## config.mk

```make
export PLATFORM = sky130hd
export DESIGN_NAME = cross_product_arbiter_flat
export DESIGN_NICKNAME = d
export VERILOG_FILES = /design/src/rtl/cross_product_arbiter_if.sv /design/src/rtl/cross_product_arbiter.sv /design/src/flat_wrapper.sv
export SDC_FILE = /design/constraint.sdc
export NUM_CORES = 1
export LEC_CHECK = 0
export CAP_MARGIN = 0
export CORE_MARGIN = 2
export CORE_UTILIZATION = 30
export CTS_BUF_LIST = sky130_fd_sc_hd__clkbuf_8
export DETAILED_ROUTE_END_ITERATION = 10
export PLACE_DENSITY = 0.56
export SETUP_SLACK_MARGIN = 0.15
export SKIP_LAST_GASP = 1
export SLEW_MARGIN = 20
export SYNTH_ARGS = -nofsm -noshare
export SYNTH_HDL_FRONTEND = slang
export SYNTH_SLANG_ARGS = --single-unit
```

## constraint.sdc

```tcl
create_clock -name clk -period 8.9 [get_ports clk]
set_clock_uncertainty 0.05 [all_clocks]
set_input_delay 1.78 -clock clk [delete_from_list [all_inputs] [get_ports clk]]
set_output_delay 1.78 -clock clk [all_outputs]
set_load 0.03 [all_outputs]
```

## src/rtl/cross_product_arbiter_if.sv

```systemverilog
`default_nettype none
// ============================================================================
// Module      : cross_product_arbiter_if
// Description : Request/grant and tagged-response bundle for the shared
//               cross-product unit.
// Revision    : 1.0 - initial release
// ============================================================================
interface cross_product_arbiter_if #(
    parameter int NUM_REQ = 2,
    parameter int COORD_W = 10
);
    localparam int IDW   = (NUM_REQ > 1) ? $clog2(NUM_REQ) : 1;
    localparam int RES_W = 2 * COORD_W + 2;

    logic [NUM_REQ-1:0]           req;
    logic [NUM_REQ-1:0]           lock;
    logic [NUM_REQ*2*COORD_W-1:0] op_p1;
    logic [NUM_REQ*2*COORD_W-1:0] op_p2;
    logic [NUM_REQ*2*COORD_W-1:0] op_ref;
    logic [NUM_REQ-1:0]           gnt;
    logic                         rsp_valid;
    logic [IDW-1:0]               rsp_id;
    logic signed [RES_W-1:0]      rsp_result;
    logic                         rsp_pos;
    logic                         rsp_zero;

    modport master (
        output req, lock, op_p1, op_p2, op_ref,
        input  gnt, rsp_valid, rsp_id, rsp_result, rsp_pos, rsp_zero
    );

    modport slave (
        input  req, lock, op_p1, op_p2, op_ref,
        output gnt, rsp_valid, rsp_id, rsp_result, rsp_pos, rsp_zero
    );
endinterface
`default_nettype wire

```

## src/rtl/cross_product_arbiter.sv

```systemverilog
`default_nettype none
// ============================================================================
// Module      : cross_product_arbiter
// Description : Round-robin/lockable arbiter sharing a 2-stage signed
//               cross-product pipeline, (P1-R)x(P2-R), with tagged responses.
// Revision    : 1.0 - initial release
// ============================================================================
module cross_product_arbiter #(
    parameter int NUM_REQ = 2,
    parameter int COORD_W = 10
) (
    input  wire logic              clk,
    input  wire logic              reset,
    cross_product_arbiter_if.slave bus
);
    localparam int IDW   = (NUM_REQ > 1) ? $clog2(NUM_REQ) : 1;
    localparam int RES_W = 2 * COORD_W + 2;
    localparam int PW    = 2 * COORD_W;
    localparam int DW    = COORD_W + 1;

    localparam logic [IDW:0] c_num_req = (IDW + 1)'(NUM_REQ);

    logic [PW-1:0] w_p1  [NUM_REQ];
    logic [PW-1:0] w_p2  [NUM_REQ];
    logic [PW-1:0] w_ref [NUM_REQ];

    generate
        for (genvar gi = 0; gi < NUM_REQ; gi++) begin : g_unpack
            assign w_p1[gi]  = bus.op_p1[gi*PW +: PW];
            assign w_p2[gi]  = bus.op_p2[gi*PW +: PW];
            assign w_ref[gi] = bus.op_ref[gi*PW +: PW];
        end
    endgenerate

    logic [IDW-1:0] r_rr_ptr;
    logic           r_owner_valid;
    logic [IDW-1:0] r_owner;

    logic           w_owner_active;
    logic           w_found;
    logic [IDW-1:0] w_sel;
    logic [IDW:0]   w_scan;
    logic [IDW:0]   w_sel_inc;
    logic [IDW-1:0] w_next_ptr;
    logic [NUM_REQ-1:0] w_gnt;

    assign w_owner_active = r_owner_valid && bus.req[r_owner];

    // Locked owner wins outright; otherwise scan circularly from r_rr_ptr.
    always_comb begin
        w_found = 1'b0;
        w_sel   = '0;
        w_scan  = '0;
        if (w_owner_active) begin
            w_found = 1'b1;
            w_sel   = r_owner;
        end else begin
            for (int k = 0; k < NUM_REQ; k++) begin
                w_scan = {1'b0, r_rr_ptr} + k[IDW:0];
                if (w_scan >= c_num_req) begin
                    w_scan = w_scan - c_num_req;
                end
                if (!w_found && bus.req[w_scan[IDW-1:0]]) begin
                    w_found = 1'b1;
                    w_sel   = w_scan[IDW-1:0];
                end
            end
        end
        if (reset) begin
            w_found = 1'b0;
        end
    end

    always_comb begin
        w_gnt        = '0;
        w_gnt[w_sel] = w_found;
    end

    assign bus.gnt = w_gnt;

    always_comb begin
        w_sel_inc  = {1'b0, w_sel} + {{IDW{1'b0}}, 1'b1};
        w_next_ptr = (w_sel_inc == c_num_req) ? '0 : w_sel_inc[IDW-1:0];
    end

    // Operand differences are formed in the accept cycle so the requester may
    // change its operands immediately afterwards.
    logic [PW-1:0] w_sel_p1;
    logic [PW-1:0] w_sel_p2;
    logic [PW-1:0] w_sel_ref;
    logic [DW-1:0] w_dx1;
    logic [DW-1:0] w_dy1;
    logic [DW-1:0] w_dx2;
    logic [DW-1:0] w_dy2;

    assign w_sel_p1  = w_p1[w_sel];
    assign w_sel_p2  = w_p2[w_sel];
    assign w_sel_ref = w_ref[w_sel];

    assign w_dx1 = {1'b0, w_sel_p1[PW-1 -: COORD_W]} - {1'b0, w_sel_ref[PW-1 -: COORD_W]};
    assign w_dy1 = {1'b0, w_sel_p1[COORD_W-1:0]}    - {1'b0, w_sel_ref[COORD_W-1:0]};
    assign w_dx2 = {1'b0, w_sel_p2[PW-1 -: COORD_W]} - {1'b0, w_sel_ref[PW-1 -: COORD_W]};
    assign w_dy2 = {1'b0, w_sel_p2[COORD_W-1:0]}    - {1'b0, w_sel_ref[COORD_W-1:0]};

    logic           r_s1_valid;
    logic [IDW-1:0] r_s1_id;
    logic [DW-1:0]  r_dx1;
    logic [DW-1:0]  r_dy1;
    logic [DW-1:0]  r_dx2;
    logic [DW-1:0]  r_dy2;

    logic signed [RES_W-1:0] w_ex_dx1;
    logic signed [RES_W-1:0] w_ex_dy1;
    logic signed [RES_W-1:0] w_ex_dx2;
    logic signed [RES_W-1:0] w_ex_dy2;
    logic signed [RES_W-1:0] w_cross;

    assign w_ex_dx1 = {{(RES_W-DW){r_dx1[DW-1]}}, r_dx1};
    assign w_ex_dy1 = {{(RES_W-DW){r_dy1[DW-1]}}, r_dy1};
    assign w_ex_dx2 = {{(RES_W-DW){r_dx2[DW-1]}}, r_dx2};
    assign w_ex_dy2 = {{(RES_W-DW){r_dy2[DW-1]}}, r_dy2};

    // The true result always fits RES_W, so modular RES_W arithmetic is exact.
    assign w_cross = (w_ex_dx1 * w_ex_dy2) - (w_ex_dx2 * w_ex_dy1);

    always_ff @(posedge clk) begin
        if (reset) begin
            r_rr_ptr       <= '0;
            r_owner_valid  <= 1'b0;
            r_owner        <= '0;
            r_s1_valid     <= 1'b0;
            r_s1_id        <= '0;
            r_dx1          <= '0;
            r_dy1          <= '0;
            r_dx2          <= '0;
            r_dy2          <= '0;
            bus.rsp_valid  <= 1'b0;
            bus.rsp_id     <= '0;
            bus.rsp_result <= '0;
            bus.rsp_pos    <= 1'b0;
            bus.rsp_zero   <= 1'b0;
        end else begin
            if (w_found) begin
                r_rr_ptr      <= w_next_ptr;
                r_owner_valid <= bus.lock[w_sel];
                r_owner       <= w_sel;
            end else if (r_owner_valid && !bus.req[r_owner]) begin
                r_owner_valid <= 1'b0;
            end

            r_s1_valid <= w_found;
            if (w_found) begin
                r_s1_id <= w_sel;
                r_dx1   <= w_dx1;
                r_dy1   <= w_dy1;
                r_dx2   <= w_dx2;
                r_dy2   <= w_dy2;
            end

            bus.rsp_valid <= r_s1_valid;
            if (r_s1_valid) begin
                bus.rsp_id     <= r_s1_id;
                bus.rsp_result <= w_cross;
                bus.rsp_pos    <= !w_cross[RES_W-1] && (w_cross != '0);
                bus.rsp_zero   <= (w_cross == '0);
            end
        end
    end
endmodule
`default_nettype wire
```

## src/flat_wrapper.sv

```systemverilog
// flat-port wrapper written by rule: the top's interface ports become plain ports
module cross_product_arbiter_flat 
#(
    parameter int NUM_REQ = 2,
    parameter int COORD_W = 10
)
  (clk, reset, bus_req, bus_lock, bus_op_p1, bus_op_p2, bus_op_ref, bus_gnt, bus_rsp_valid, bus_rsp_id, bus_rsp_result, bus_rsp_pos, bus_rsp_zero);
  cross_product_arbiter_if #(.NUM_REQ(NUM_REQ), .COORD_W(COORD_W)) bus_i ();
  input  wire logic clk;
  input  wire logic reset;
  input wire logic [$bits(bus_i.req)-1:0] bus_req;
  input wire logic [$bits(bus_i.lock)-1:0] bus_lock;
  input wire logic [$bits(bus_i.op_p1)-1:0] bus_op_p1;
  input wire logic [$bits(bus_i.op_p2)-1:0] bus_op_p2;
  input wire logic [$bits(bus_i.op_ref)-1:0] bus_op_ref;
  output wire logic [$bits(bus_i.gnt)-1:0] bus_gnt;
  output wire logic [$bits(bus_i.rsp_valid)-1:0] bus_rsp_valid;
  output wire logic [$bits(bus_i.rsp_id)-1:0] bus_rsp_id;
  output wire logic [$bits(bus_i.rsp_result)-1:0] bus_rsp_result;
  output wire logic [$bits(bus_i.rsp_pos)-1:0] bus_rsp_pos;
  output wire logic [$bits(bus_i.rsp_zero)-1:0] bus_rsp_zero;
  assign bus_i.req = bus_req;
  assign bus_i.lock = bus_lock;
  assign bus_i.op_p1 = bus_op_p1;
  assign bus_i.op_p2 = bus_op_p2;
  assign bus_i.op_ref = bus_op_ref;
  assign bus_gnt = bus_i.gnt;
  assign bus_rsp_valid = bus_i.rsp_valid;
  assign bus_rsp_id = bus_i.rsp_id;
  assign bus_rsp_result = bus_i.rsp_result;
  assign bus_rsp_pos = bus_i.rsp_pos;
  assign bus_rsp_zero = bus_i.rsp_zero;
  cross_product_arbiter #(.NUM_REQ(NUM_REQ), .COORD_W(COORD_W)) u_core (.clk(clk), .reset(reset), .bus(bus_i));
endmodule
```

==> metrics.cfg <==
[clock_tree]
cts.sinks = 74
post_cts_resized = 0
cts_tree = done
postCtsSetupBuffers = 0
numCtsBuffers = 9
htree_levels = 3
clockBufferDepth = 2
path_clk_slew_ns = 0.10
cts_root_buf = clkbuf_8
cts_hold_buf = 0
clk_latency_ns = 0.40

[yosys]
synth-edff-count = 0
async_flop_share = 0
yosys_warnings = 0
avgSynthCellArea_um2 = 8.960
ys_ff_latch = 74
syn_nets = 2154
ys_types = 50
ys_seq_area_frac = 0.1011
syn_inst = 1636
synthFlopType = dfxtp_1
syn_area_um2 = 14660

[sta]
tns_ns = 0
finalHoldViolations = 0
timing.fmax_mhz = 133.9
fin_crit_ns = 7.468
drv_slew = 0
rsz0062_at_grt = no
worst_pin_slew_ns = 0.8516
finalCritPeriodShare = 0.8391
setup_viol_count_final = 0
relSlewSlack = 0.4323

[floorplan]
start_util = 0.3019
die_w_um = 225.0
dieArea_um2 = 50640
rows = 81
ios = 154
dieHeight_um = 225.0
fp.coreArea_um2 = 48550

[setup_path]
startpoint = u_core.r_dy2[2]$_SDFFE_PP0P_
slowest_stage = fa_1
critical_path.endpoint_type = register
path_buf_inv = 5
crit_required_ns = 9.15
regToRegStartpoint = u_core.r_dy2[2]$_SDFFE_PP0P_
crit_fanout = 12
cp_common_cell = fa_1
max_stage_delay_ns = 0.66
worstSetupPathType = register to register
crit_path_cell_trace = nand2_1 -> fa_1 -> inv_1 -> fa_1 -> inv_1 -> fa_1 -> inv_1 -> fa_1 -> fa_1 -> fa_1 -> inv_1 -> fa_1 -> inv_1 -> ha_1 -> nand2_1 -> nand2_1 -> nor4_1 -> o21bai_1 -> xor2_1 -> or4_1 -> or4_1 -> o211a_1
start_kind = register
crit_arrival_ns = 7.72
critical_path.top_delay_family = adder cells

[grt]
grtUsageMet2 = 0.2653
use_met1 = 0.2282
gr-max-usage-layer = met2
grt_pass1_wl_um = 64000
grt_start_max_net_pins = 80
grt_pass1_vias = 11710
overflow = 0
grt_usage = 0.1633
met3_usage = 0.02451
antenna_found_initial = 1

[place]
hpwlAfterDp_um = 34630
port-buffer-count = 153
place_inst = 2340
gp_congestion = 0.8979

[layout]
mostFrequentLayoutCells = 351 x inv_1, 269 x fa_1, 152 x clkdlybuf4s50_1
num-nets-final = 2247
drive_gt1_frac = 0.04095
syn_to_final_growth_pct = 15.65
fin_cells = 2357
final_common_cell = inv_1

[routing]
drt-total-wl_um = 40110
via_per_inst = 4.644
vias = 10950
drtIter0Drc = 467
first_pass_iters = 5
antenna_left = 0
drcViolationCount = 0
wl_per_cell_um = 17.02

[run]
maxCapViolCount = 0

[outcome]
status = finished, final reports clean

[hold_path]
hp-start = u_core.bus.rsp_result[5]$_SDFFE_PP0P_
hold_class = register to register

-- cells in the mapped netlist (6+ instances only) --
library cell | number | area share
inv_1 | 351 | 0.090
fa_1 | 269 | 0.37
and2_1 | 146 | 0.062
ha_1 | 123 | 0.10
nand2_1 | 120 | 0.031
clkbuf_1 | 75 | 0.019
dfxtp_1 | 74 | 0.10
nor2_1 | 66 | 0.017
a21oi_1 | 44 | 0.015
mux2i_1 | 42 | 0.029
mux2_2 | 36 | 0.028
o21ai_0 | 35 | 0.012
nand3_1 | 31 | 0.011
xnor2_1 | 31 | 0.019
nor3_1 | 22 | 0.0075
nor2b_1 | 20 | 0.0085
xor2_1 | 14 | 0.0084
a21boi_0 | 13 | 0.0067
a211oi_1 | 12 | 0.0061
or4_1 | 10 | 0.0051
nand2b_1 | 8 | 0.0034
nor4b_1 | 8 | 0.0048
or3_1 | 7 | 0.0030
a2111o_1 | 6 | 0.0046
nand4_1 | 6 | 0.0026
nor3b_1 | 6 | 0.0031
nor4_1 | 6 | 0.0026
-- cell type report --
class | count | area [µm²]
antenna | 1 | 2.502
multi-input combinational | 1132 | 11570
inverter | 351 | 1318
timing repair buffer | 161 | 1587
clock buffer | 10 | 137.6
sequential | 74 | 1481
clock inverter | 6 | 73.82
tap | 622 | 778.2
fill | 4960 | 31590
-- per-layer routing --
metal,share of wire,up-vias
met3,0.048,36
met4,0.020,0
met5,0,-
met1,0.48,5397
li1,-,5240
met2,0.45,274
-- kinds of logic (layout without fill, tap and decap cells) --
group / Yosys count / after routing / share of synthesized area
simple gates: 464 / 464 / 0.1648
buf+inv: 430 / 528 / 0.1106
fa+ha+maj: 392 / 392 / 0.4724
compound gates: 153 / 153 / 0.06786
mux: 78 / 78 / 0.05634
flops: 74 / 74 / 0.1011
xor+xnor: 45 / 45 / 0.02689
other cells: 0 / 1 / 0
-- worst paths after layout --
path                                                end  cells past startpoint  slack, ns
setup / recovery        u_core.bus.rsp_pos$_SDFFE_PP0P_                     22       1.43
hold / removal    u_core.bus.rsp_result[5]$_SDFFE_PP0P_                      2       0.44
setup reg to reg        u_core.bus.rsp_pos$_SDFFE_PP0P_                     22       1.43
hold reg to reg   u_core.bus.rsp_result[5]$_SDFFE_PP0P_                      2       0.44
-- stage by stage --
stage	hold slack [ns]	setup WS, ns	utilization	instance area, µm²
2_1_floorplan	0.3891	1.913	-	14660
3_3_place_gp	0.4267	1.582	0.3448	16740
3_5_place_dp	0.4255	1.449	0.3448	16740
4_1_cts	0.4382	1.465	0.3491	16950
5_1_grt	0.4735	1.070	0.3491	16950
6_report	0.4365	1.432	0.3492	16950
-- worst min-delay path: cells and delay by family, from the launching register on --
family / cells / cell delay (ns)
flip-flops: 1 / 0.32
AO/OA/AOI/OAI: 1 / 0.05
AND/OR/NAND/NOR: 1 / 0.08
-- state kept, by name (all words and copies together), names as in the netlist --
name and flops:
u_core.bus.rsp_id 1, u_core.r_s1_valid 1, u_core.r_owner 1, u_core.r_owner_valid 1, u_core.bus.rsp_valid 1, u_core.bus.rsp_pos 1, u_core.bus.rsp_zero 1, u_core.r_dy1 11
u_core.bus.rsp_result 22, u_core.r_rr_ptr 1, u_core.r_dy2 11, u_core.r_dx1 11, u_core.r_dx2 11
Power is not shown: default switching activity piles up to over one toggle a cycle in this logic, so the estimate is an artifact.
